==> config.mk <==
export PLATFORM = sky130hd
export DESIGN_NAME = pp_dim_axis_writer_flat
export DESIGN_NICKNAME = d
export VERILOG_FILES = /design/src/rtl/pp_pipeline_pkg.sv /design/src/rtl/pp_dim_axis_writer_if.sv /design/src/rtl/pp_axis_out_reg.sv /design/src/rtl/pp_dim_axis_writer.sv /design/src/flat_wrapper.sv
export SDC_FILE = /design/constraint.sdc
export NUM_CORES = 1
export LEC_CHECK = 0
export CAP_MARGIN = 20
export CORE_MARGIN = 2
export CORE_UTILIZATION = 35
export CTS_CLUSTER_DIAMETER = 200
export DETAILED_ROUTE_END_ITERATION = 10
export PLACE_DENSITY = 0.61
export SYNTH_ARGS = -nofsm -noshare
export SYNTH_HDL_FRONTEND = slang
export SYNTH_HIERARCHICAL = 1
export SYNTH_SLANG_ARGS = --single-unit
==> constraint.sdc <==
create_clock -name ap_clk -period 4.85 [get_ports ap_clk]
set_clock_uncertainty 0.05 [all_clocks]
set_input_delay 1.2125 -clock ap_clk [delete_from_list [all_inputs] [get_ports ap_clk]]
set_output_delay 1.2125 -clock ap_clk [all_outputs]
set_load 0.02 [all_outputs]
==> src/rtl/pp_pipeline_pkg.sv <==
// Shared types and defaults for the pre-processing pipeline blocks.
package pp_pipeline_pkg;

   localparam int PP_DATA_W = 24;
   localparam int PP_DIM_W  = 11;

   localparam logic [1:0] ST_IDLE_ENC   = 2'd0;
   localparam logic [1:0] ST_DIM_ENC    = 2'd1;
   localparam logic [1:0] ST_STREAM_ENC = 2'd2;
   localparam logic [1:0] ST_DONE_ENC   = 2'd3;

   typedef enum logic [1:0] {
      ST_IDLE   = ST_IDLE_ENC,
      ST_DIM    = ST_DIM_ENC,
      ST_STREAM = ST_STREAM_ENC,
      ST_DONE   = ST_DONE_ENC
   } wr_state_t;

   typedef struct packed {
      logic [PP_DATA_W-1:0] tdata;
      logic                 tuser;
      logic                 tlast;
   } axis_beat_t;

endpackage

==> src/rtl/pp_dim_axis_writer_if.sv <==
// Control, dimension-FIFO, pixel-FIFO and AXI4-Stream signals of the dim/axis writer.
interface pp_dim_axis_writer_if
   import pp_pipeline_pkg::*;
#(
   parameter int DATA_W = PP_DATA_W,
   parameter int DIM_W  = PP_DIM_W
) ();

   logic              ap_start;
   logic              ap_done;
   logic              ap_continue;
   logic              ap_idle;
   logic              ap_ready;
   logic [DIM_W-1:0]  rows_dout;
   logic              rows_empty_n;
   logic              rows_read;
   logic [DIM_W-1:0]  cols_dout;
   logic              cols_empty_n;
   logic              cols_read;
   logic [DATA_W-1:0] img_dout;
   logic              img_empty_n;
   logic              img_read;
   logic [DATA_W-1:0] m_axis_tdata;
   logic              m_axis_tvalid;
   logic              m_axis_tready;
   logic              m_axis_tuser;
   logic              m_axis_tlast;

   modport master (
      input  ap_start, ap_continue,
      input  rows_dout, rows_empty_n, cols_dout, cols_empty_n,
      input  img_dout, img_empty_n, m_axis_tready,
      output ap_done, ap_idle, ap_ready,
      output rows_read, cols_read, img_read,
      output m_axis_tdata, m_axis_tvalid, m_axis_tuser, m_axis_tlast
   );

   modport slave (
      output ap_start, ap_continue,
      output rows_dout, rows_empty_n, cols_dout, cols_empty_n,
      output img_dout, img_empty_n, m_axis_tready,
      input  ap_done, ap_idle, ap_ready,
      input  rows_read, cols_read, img_read,
      input  m_axis_tdata, m_axis_tvalid, m_axis_tuser, m_axis_tlast
   );

endinterface

==> src/rtl/pp_axis_out_reg.sv <==
// Single-entry AXI4-Stream output register; a new beat may load whenever the
// held one is absent or being accepted, giving one beat per cycle at full rate.
module pp_axis_out_reg
   import pp_pipeline_pkg::*;
(
   input  logic       clk,
   input  logic       rst_n,
   input  logic       i_load,
   input  axis_beat_t i_beat,
   input  logic       i_tready,
   output logic       o_tvalid,
   output axis_beat_t o_beat,
   output logic       o_canLoad,
   output logic       o_accept
);

   logic       r_valid;
   axis_beat_t r_beat;

   always_ff @(posedge clk) begin
      if (!rst_n) begin
         r_valid <= 1'b0;
         r_beat  <= '0;
      end else if (i_load) begin
         r_valid <= 1'b1;
         r_beat  <= i_beat;
      end else if (i_tready) begin
         r_valid <= 1'b0;
      end
   end

   assign o_tvalid  = r_valid;
   assign o_beat    = r_beat;
   assign o_canLoad = !r_valid | i_tready;
   assign o_accept  = r_valid & i_tready;

endmodule

==> src/rtl/pp_dim_axis_writer.sv <==
// Tail of the pre-processing pipeline: pops one rows/cols pair per frame and
// streams rows*cols pixels from the pixel FIFO as an AXI4-Stream video frame.
module pp_dim_axis_writer
   import pp_pipeline_pkg::*;
#(
   parameter int DATA_W = PP_DATA_W,
   parameter int DIM_W  = PP_DIM_W
) (
   input  logic                 ap_clk,
   input  logic                 ap_rst_n,
   pp_dim_axis_writer_if.master bus
);

   wr_state_t         r_state;
   wr_state_t         w_nextState;
   logic [DIM_W-1:0]  r_rows;
   logic [DIM_W-1:0]  r_cols;
   logic [DIM_W-1:0]  r_rowCnt;
   logic [DIM_W-1:0]  r_colCnt;
   logic              r_remaining;
   logic              r_apDoneReg;
   logic [DATA_W-1:0] w_pixel;
   logic              w_dimFire;
   logic              w_zeroDim;
   logic              w_lastCol;
   logic              w_lastPix;
   logic              w_canLoad;
   logic              w_load;
   logic              w_accept;
   logic              w_finalAccept;
   logic              w_tvalid;
   axis_beat_t        w_inBeat;
   axis_beat_t        w_outBeat;

   assign w_pixel   = bus.img_dout;
   assign w_dimFire = (r_state == ST_DIM) & bus.rows_empty_n & bus.cols_empty_n & ap_rst_n;
   assign w_zeroDim = (bus.rows_dout == '0) | (bus.cols_dout == '0);
   assign w_lastCol = (r_colCnt == r_cols - DIM_W'(1));
   assign w_lastPix = w_lastCol & (r_rowCnt == r_rows - DIM_W'(1));
   assign w_load    = (r_state == ST_STREAM) & w_canLoad & bus.img_empty_n & r_remaining & ap_rst_n;
   // With the last pixel already loaded, any beat accepted now is the frame's final one.
   assign w_finalAccept = (r_state == ST_STREAM) & w_accept & !r_remaining;

   assign w_inBeat.tdata = w_pixel;
   assign w_inBeat.tuser = (r_rowCnt == '0) & (r_colCnt == '0);
   assign w_inBeat.tlast = w_lastCol;

   pp_axis_out_reg u_outReg (
      .clk       (ap_clk),
      .rst_n     (ap_rst_n),
      .i_load    (w_load),
      .i_beat    (w_inBeat),
      .i_tready  (bus.m_axis_tready),
      .o_tvalid  (w_tvalid),
      .o_beat    (w_outBeat),
      .o_canLoad (w_canLoad),
      .o_accept  (w_accept)
   );

   always_comb begin
      w_nextState = r_state;
      case (r_state)
         ST_IDLE:   if (bus.ap_start) w_nextState = ST_DIM;
         ST_DIM:    if (w_dimFire) w_nextState = w_zeroDim ? ST_DONE : ST_STREAM;
         ST_STREAM: if (w_finalAccept) w_nextState = ST_DONE;
         ST_DONE:   if (bus.ap_continue) w_nextState = bus.ap_start ? ST_DIM : ST_IDLE;
         default:   w_nextState = ST_IDLE;
      endcase
   end

   always_ff @(posedge ap_clk) begin
      if (!ap_rst_n) begin
         r_state     <= ST_IDLE;
         r_rows      <= '0;
         r_cols      <= '0;
         r_rowCnt    <= '0;
         r_colCnt    <= '0;
         r_remaining <= 1'b0;
      end else begin
         r_state <= w_nextState;
         if (w_dimFire) begin
            r_rows      <= bus.rows_dout;
            r_cols      <= bus.cols_dout;
            r_rowCnt    <= '0;
            r_colCnt    <= '0;
            r_remaining <= !w_zeroDim;
         end else if (w_load) begin
            if (w_lastCol) begin
               r_colCnt <= '0;
               r_rowCnt <= r_rowCnt + DIM_W'(1);
            end else begin
               r_colCnt <= r_colCnt + DIM_W'(1);
            end
            if (w_lastPix) r_remaining <= 1'b0;
         end
      end
   end

   // Done is raised combinationally on entry; the register keeps it up until acknowledged.
   always_ff @(posedge ap_clk) begin
      if (!ap_rst_n) begin
         r_apDoneReg <= 1'b0;
      end else if (bus.ap_continue) begin
         r_apDoneReg <= 1'b0;
      end else if (r_state == ST_DONE) begin
         r_apDoneReg <= 1'b1;
      end
   end

   assign bus.ap_done       = ap_rst_n & ((r_state == ST_DONE) | r_apDoneReg);
   assign bus.ap_idle       = ap_rst_n & (r_state == ST_IDLE) & !bus.ap_start;
   assign bus.ap_ready      = w_dimFire;
   assign bus.rows_read     = w_dimFire;
   assign bus.cols_read     = w_dimFire;
   assign bus.img_read      = w_load;
   assign bus.m_axis_tvalid = w_tvalid;
   assign bus.m_axis_tdata  = w_outBeat.tdata;
   assign bus.m_axis_tuser  = w_outBeat.tuser;
   assign bus.m_axis_tlast  = w_outBeat.tlast;

endmodule

==> src/flat_wrapper.sv <==
// flat-port wrapper written by rule: the top's interface ports become plain ports
module pp_dim_axis_writer_flat import pp_pipeline_pkg::*;
#(
   parameter int DATA_W = PP_DATA_W,
   parameter int DIM_W  = PP_DIM_W
)
  (ap_clk, ap_rst_n, bus_ap_start, bus_ap_continue, bus_rows_dout, bus_rows_empty_n, bus_cols_dout, bus_cols_empty_n, bus_img_dout, bus_img_empty_n, bus_m_axis_tready, bus_ap_done, bus_ap_idle, bus_ap_ready, bus_rows_read, bus_cols_read, bus_img_read, bus_m_axis_tdata, bus_m_axis_tvalid, bus_m_axis_tuser, bus_m_axis_tlast);
  pp_dim_axis_writer_if #(.DATA_W(DATA_W), .DIM_W(DIM_W)) bus_i ();
  input  logic ap_clk;
  input  logic ap_rst_n;
  input wire logic [$bits(bus_i.ap_start)-1:0] bus_ap_start;
  input wire logic [$bits(bus_i.ap_continue)-1:0] bus_ap_continue;
  input wire logic [$bits(bus_i.rows_dout)-1:0] bus_rows_dout;
  input wire logic [$bits(bus_i.rows_empty_n)-1:0] bus_rows_empty_n;
  input wire logic [$bits(bus_i.cols_dout)-1:0] bus_cols_dout;
  input wire logic [$bits(bus_i.cols_empty_n)-1:0] bus_cols_empty_n;
  input wire logic [$bits(bus_i.img_dout)-1:0] bus_img_dout;
  input wire logic [$bits(bus_i.img_empty_n)-1:0] bus_img_empty_n;
  input wire logic [$bits(bus_i.m_axis_tready)-1:0] bus_m_axis_tready;
  output wire logic [$bits(bus_i.ap_done)-1:0] bus_ap_done;
  output wire logic [$bits(bus_i.ap_idle)-1:0] bus_ap_idle;
  output wire logic [$bits(bus_i.ap_ready)-1:0] bus_ap_ready;
  output wire logic [$bits(bus_i.rows_read)-1:0] bus_rows_read;
  output wire logic [$bits(bus_i.cols_read)-1:0] bus_cols_read;
  output wire logic [$bits(bus_i.img_read)-1:0] bus_img_read;
  output wire logic [$bits(bus_i.m_axis_tdata)-1:0] bus_m_axis_tdata;
  output wire logic [$bits(bus_i.m_axis_tvalid)-1:0] bus_m_axis_tvalid;
  output wire logic [$bits(bus_i.m_axis_tuser)-1:0] bus_m_axis_tuser;
  output wire logic [$bits(bus_i.m_axis_tlast)-1:0] bus_m_axis_tlast;
  assign bus_i.ap_start = bus_ap_start;
  assign bus_i.ap_continue = bus_ap_continue;
  assign bus_i.rows_dout = bus_rows_dout;
  assign bus_i.rows_empty_n = bus_rows_empty_n;
  assign bus_i.cols_dout = bus_cols_dout;
  assign bus_i.cols_empty_n = bus_cols_empty_n;
  assign bus_i.img_dout = bus_img_dout;
  assign bus_i.img_empty_n = bus_img_empty_n;
  assign bus_i.m_axis_tready = bus_m_axis_tready;
  assign bus_ap_done = bus_i.ap_done;
  assign bus_ap_idle = bus_i.ap_idle;
  assign bus_ap_ready = bus_i.ap_ready;
  assign bus_rows_read = bus_i.rows_read;
  assign bus_cols_read = bus_i.cols_read;
  assign bus_img_read = bus_i.img_read;
  assign bus_m_axis_tdata = bus_i.m_axis_tdata;
  assign bus_m_axis_tvalid = bus_i.m_axis_tvalid;
  assign bus_m_axis_tuser = bus_i.m_axis_tuser;
  assign bus_m_axis_tlast = bus_i.m_axis_tlast;
  pp_dim_axis_writer #(.DATA_W(DATA_W), .DIM_W(DIM_W)) u_core (.ap_clk(ap_clk), .ap_rst_n(ap_rst_n), .bus(bus_i));
endmodule
==> flow_summary.json, run 1 <==
{
  "antenna_found_initial": 0,
  "fin_area_um2": 5000,
  "htreeDepth": 3,
  "gp_congestion": 0.837,
  "rsz0062_at_grt": "false",
  "area_growth_pct": 29.6,
  "grt_pass1_wl_um": 15300,
  "ys_seq_area_share_pct": 38.9,
  "syn_avg_cell_area_um2": 9.02,
  "cp-end-kind": "primary output",
  "cp_common_cell": "clkdlybuf4s50_1",
  "netlist_area_um2": 3860,
  "grt_max_degree": 35,
  "clock_path_buffers": 2,
  "finalCriticalPeriod_ns": 4.15,
  "cp_max_fo": 5,
  "synthFlopType": "dfxtp_1",
  "power.leakage_nw": 1.70,
  "grtUsageTotal_pct": 16.5,
  "totalWireLength_um": 9430,
  "num-nets-final": 572,
  "worst_pin_slew_ns": 0.750,
  "synth_nets": 493,
  "dp_hpwl_um": 7040,
  "grt-ovfl-total": 0,
  "holdPathStages": 1,
  "setup_violations": 0,
  "hp-start": "u_core/r_cols[10]",
  "critical_path.cell_chain": "clkdlybuf4s50_1 -> nand4_1 -> inv_1 -> clkdlybuf4s50_1",
  "synth-edff-count": 0,
  "critPathMaxStageDelay_ns": 0.66,
  "drive_gt1_share_pct": 4.89,
  "fill_cells": 1051,
  "cap_violations": 0,
  "holdBufCountCts": 0,
  "vias": 3287,
  "clock_sinks": 75,
  "pin_count": 87,
  "power.density_nw_per_um2": 299,
  "post-route-period-util_pct": 85.5,
  "crit_arrival_ns": 2.88,
  "worstHoldEndpoint": "u_core/r_cols[10]",
  "fp.dieArea_um2": 11900,
  "synth_cell_types": 57,
  "dr.pass1.iters": 4,
  "syn_inst": 428,
  "grt_pass1_vias": 3112,
  "final_hold_viol_count": 0,
  "rr_worst_depth": 7,
  "start_util_pct": 35.8,
  "crit_required_ns": 3.59,
  "yosysWarningCount": 6,
  "critPathSlowestCell": "clkdlybuf4s50_1",
  "dr.first_iter.drc_count": 137,
  "startpoint_type": "input pin",
  "rows": 38,
  "tritoncts": "done",
  "status": "completed",
  "core_area_um2": 10800,
  "place_area_um2": 4790,
  "root_buffer": "clkbuf_8",
  "peakVddDrop_mv": 0.178,
  "layout_common_cells": "clkdlybuf4s50_1 (86), dfxtp_1 (75), nor2_1 (28), mux2i_1 (28), nor2b_1 (28)",
  "rrSetupSlack_ns": 1.84,
  "numCtsBuffers": 9,
  "hold_path.class": "flip-flop to flip-flop",
  "slew_headroom_pct": 49.9,
  "ant_nets": 0,
  "postSynth.asyncResetShare_pct": 0,
  "slew_violations": 0,
  "rr_startpoint": "u_core/r_cols[2]",
  "r2r_end": "u_core/r_colCnt[10]",
  "tns_ns": 0,
  "postCtsResizedCells": 0,
  "routedWlPerCell_um": 14.5,
  "layout_commonest_cell": "clkdlybuf4s50_1",
  "cts_setup_buffers": 0,
  "io_buffers": 86,
  "die_y_um": 109,
  "synth_seq_cells": 75,
  "clkLatencyLatePin_ns": 0.35,
  "die_x_um": 109,
  "path_clk_slew_ns": 0.07,
  "drc": 0,
  "fmax_mhz": 241,
  "via_per_inst": 5.05,
  "diodes": 0,
  "worstSetupPathType": "input pin to primary output"
}
## how the worst max path moves through the flow
stage | from | cells after the start | slack, ns | endpoint
after floorplan | ap_rst_n | 4 | 1.40 | bus_cols_read
after global placement | ap_rst_n | 4 | 0.70 | bus_ap_ready
after detailed placement | ap_rst_n | 4 | 0.67 | bus_ap_ready
after CTS | ap_rst_n | 4 | 0.65 | bus_ap_ready
after global routing | ap_rst_n | 4 | 0.59 | bus_ap_ready
final | ap_rst_n | 4 | 0.70 | bus_ap_ready
## logic make-up (layout without fill, tap and decap cells)
| kind of cell | Yosys count | in the layout | synth area share (%) |
|---|---|---|---|
| XOR/XNOR | 35 | 35 | 7.94 |
| multiplexers | 28 | 28 | 7.26 |
| buffers and inverters | 45 | 128 | 5.80 |
| flip-flops | 75 | 75 | 38.9 |
| AND/OR/NAND/NOR | 156 | 156 | 22.1 |
| adder cells (fa/ha/maj) | 11 | 11 | 3.57 |
| AO/OA/AOI/OAI | 78 | 78 | 14.4 |
## report_power, final
group / switching, mW / leakage [nW] / total, mW / internal (mW)
combinational: 0.155 / 0.992 / 0.315 / 0.160
sequential: 0.0285 / 0.605 / 0.668 / 0.640
clock: 0.226 / 0.106 / 0.513 / 0.286
## routing by layer
layer / wire, um / vias to the layer above / global-route usage (%)
li1: - / 1676 / -
met1: 4450 / 1511 / 20.9
met2: 4220 / 86 / 26.8
met3: 569 / 14 / 4.72
met4: 185 / 0 / 5.77
met5: 0 / - / 0
## Yosys cell counts, drive strengths merged, types with 6 or more instances
master	number	area, um2
o21ai	13	65.1
dfxtp	75	1500
nand4	13	81.3
clkbuf	13	48.8
nor2b	28	175
or4	6	45.0
a21oi	16	80.1
buf	11	96.3
nor3	9	50.1
nor2	28	105
a22o	16	140
ha	11	138
nand3b	6	45.0
mux2i	28	280
nor4	10	62.6
nand3	14	70.1
inv	20	75.1
nand2	23	86.3
xor2	10	87.6
and3	6	37.5
xnor2	25	219
## sequential cells by signal (all words and copies together) (netlist names)
signal,cells
u_core/r_apDoneReg,1
u_core/r_colCnt,11
u_core/r_cols,11
u_core/r_remaining,1
u_core/r_rowCnt,11
u_core/r_rows,11
u_core/r_state,2
u_core/u_outReg/o_beat,26
u_core/u_outReg/o_tvalid,1
## area by class of cell
| type | instances | area [um2] | share of cell area, % |
|---|---|---|---|
| multi-input combinational | 308 | 2130 | 42.7 |
| sequential | 75 | 1500 | 30.0 |
| timing repair buffer | 92 | 906 | 18.1 |
| tap | 140 | 175 | 3.50 |
| clock buffer | 10 | 128 | 2.55 |
| clock inverter | 5 | 78.8 | 1.58 |
| inverter | 21 | 78.8 | 1.58 |
## critical path: cells and delay by family
kind                   cells  cell delay (ns)
AND/OR/NAND/NOR            1             0.25
buffers and inverters      3             1.42
## metrics by stage
stage                     total power [mW]  std cells  utilization, %  hold WS (ns)  setup slack (ns)
final                                 1.50        651            46.3         0.456             0.703
after global routing                  1.59        651            46.3         0.485             0.590
after CTS                             1.52        651            46.3         0.466             0.653
after detailed placement             0.995        636            44.4         0.443             0.673
after global placement               0.992        636            44.4         0.435             0.702
after floorplan                      0.894        428               -         0.409              1.40
Power figures use the tool's default switching activity.
==> run 2: changes to the inputs <==
Settings changed: CORE_MARGIN 2 to default.
==> run 2 against run 1 <==
Net effect:
- sequential share of layout area increased by 0.24 points
- first-iteration DRC count decreased by 8.0%
- critical path type unchanged
- flip-flop and latch count unchanged
- highest routed layer unchanged
- register-to-register slack improved by 0.05 ns
- via count increased by 0.27%
- combinational power about the same
==> flow_summary.json, run 2 (same netlist as run 1, synthesis figures left out) <==
{
  "die_y_um": 107,
  "grtUsageTotal_pct": 16.8,
  "totalWireLength_um": 9190,
  "fp.dieArea_um2": 11400,
  "drive_gt1_share_pct": 4.89,
  "path_clk_slew_ns": 0.08,
  "via_per_inst": 5.09,
  "worstSetupPathType": "input pin to primary output",
  "postCtsResizedCells": 0,
  "dp.cells": 631,
  "post-route-period-util_pct": 89.7,
  "largest_reg_flops": 26,
  "htreeDepth": 3,
  "die_x_um": 107,
  "instances_no_fill": 647,
  "worst_pin_slew_ns": 0.892,
  "status": "completed",
  "vias": 3296,
  "dp_hpwl_um": 6750,
  "area_growth_pct": 28.6,
  "fmax_mhz": 230,
  "crit_required_ns": 3.59,
  "layout_commonest_cell": "clkdlybuf4s50_1",
  "grt-ovfl-total": 0,
  "power.leakage_nw": 1.68,
  "core_area_um2": 10500,
  "gp_congestion": 0.839,
  "layout_common_cells": "clkdlybuf4s50_1 (86), dfxtp_1 (75), nor2_1 (28), mux2i_1 (28), nor2b_1 (28)",
  "tns_ns": 0,
  "root_buffer": "clkbuf_8",
  "tritoncts": "done",
  "grt_pass1_wl_um": 15000,
  "hold_path.class": "flip-flop to flip-flop",
  "slew_violations": 0,
  "cp_max_fo": 8,
  "pin_count": 87,
  "routedWlPerCell_um": 14.2,
  "rows": 37,
  "crit_arrival_ns": 3.09,
  "rsz0062_at_grt": "false",
  "setup_violations": 0,
  "antenna_found_initial": 0,
  "clock_sinks": 75,
  "start_util_pct": 36.7,
  "dr.first_iter.drc_count": 126,
  "dr.pass1.iters": 4,
  "numCtsBuffers": 9,
  "cts_setup_buffers": 0,
  "io_buffers": 86,
  "grt_pass1_vias": 3148,
  "drc": 0,
  "diodes": 0,
  "power.density_nw_per_um2": 288,
  "finalCriticalPeriod_ns": 4.35,
  "startpoint_type": "input pin",
  "clkLatencyLatePin_ns": 0.35,
  "ant_nets": 0,
  "peakVddDrop_mv": 0.150,
  "num-nets-final": 571,
  "clock_path_buffers": 2,
  "final_hold_viol_count": 0,
  "cp-end-kind": "primary output",
  "grt_max_degree": 35,
  "holdBufCountCts": 0,
  "fill_cells": 1041,
  "cap_violations": 0,
  "slew_headroom_pct": 39.7
}
-- run 2: changes by cell type in the layout (fill, tap and decap cells not counted) --
cell and change:
clkinvlp_4 +2, clkinv_2 -1, bufinv_16 -2, clkbuf_8 +1
inv_6 +1, buf_4 -1
-- run 2: per-layer routing --
metal / part of all wire (%) / track usage [%] / vias up
li1: - / - / 1686
met5: 0 / 0 / -
met4: 1.4 / 7.34 / 0
met2: 45 / 27.3 / 78
met1: 49 / 21.7 / 1521
met3: 4.6 / 2.92 / 11
-- run 2: power breakdown --
part	leakage, nW	internal (mW)	switching [mW]
clock	0.0859	0.202	0.243
combinational	0.988	0.159	0.154
sequential	0.605	0.639	0.0294
-- run 2: area by class of cell --
type / instances / area [um2] / share of cell area (%)
inverter: 21 / 78.8 / 1.59
clock buffer: 11 / 141 / 2.85
clock inverter: 5 / 37.5 / 0.757
tap: 136 / 170 / 3.43
sequential: 75 / 1500 / 30.3
timing repair buffer: 91 / 898 / 18.1
multi-input combinational: 308 / 2130 / 43.0
-- run 2: path summary, 6_finish.rpt --
check	from	endpoint	slack [ns]	cells after the start
max reg2reg	u_core/r_cols[3]	u_core/r_rowCnt[10]	1.89	7
max	ap_rst_n	bus_rows_read	0.50	4
min	u_core/r_rows[10]	u_core/r_rows[10]	0.46	1
min reg2reg	u_core/r_rows[10]	u_core/r_rows[10]	0.46	1
-- run 2: worst max-delay path: stages --
cell	delay [ns]
clkdlybuf4s50_1	0.65
nand4_1	0.27
inv_1	0.29
clkdlybuf4s50_1	0.66
-- run 2: metrics by stage --
step                      cell area, um2  total power, mW  setup WS [ns]  util, %  hold slack, ns
after floorplan                     3860            0.894           1.40        -           0.409
after global placement              4780            0.987          0.532     45.5           0.439
after detailed placement            4780            0.995          0.506     45.5           0.441
after CTS                           4960             1.45          0.494     47.2           0.462
after global routing                4960             1.51          0.392     47.2           0.472
final                               4960             1.43          0.502     47.2           0.457
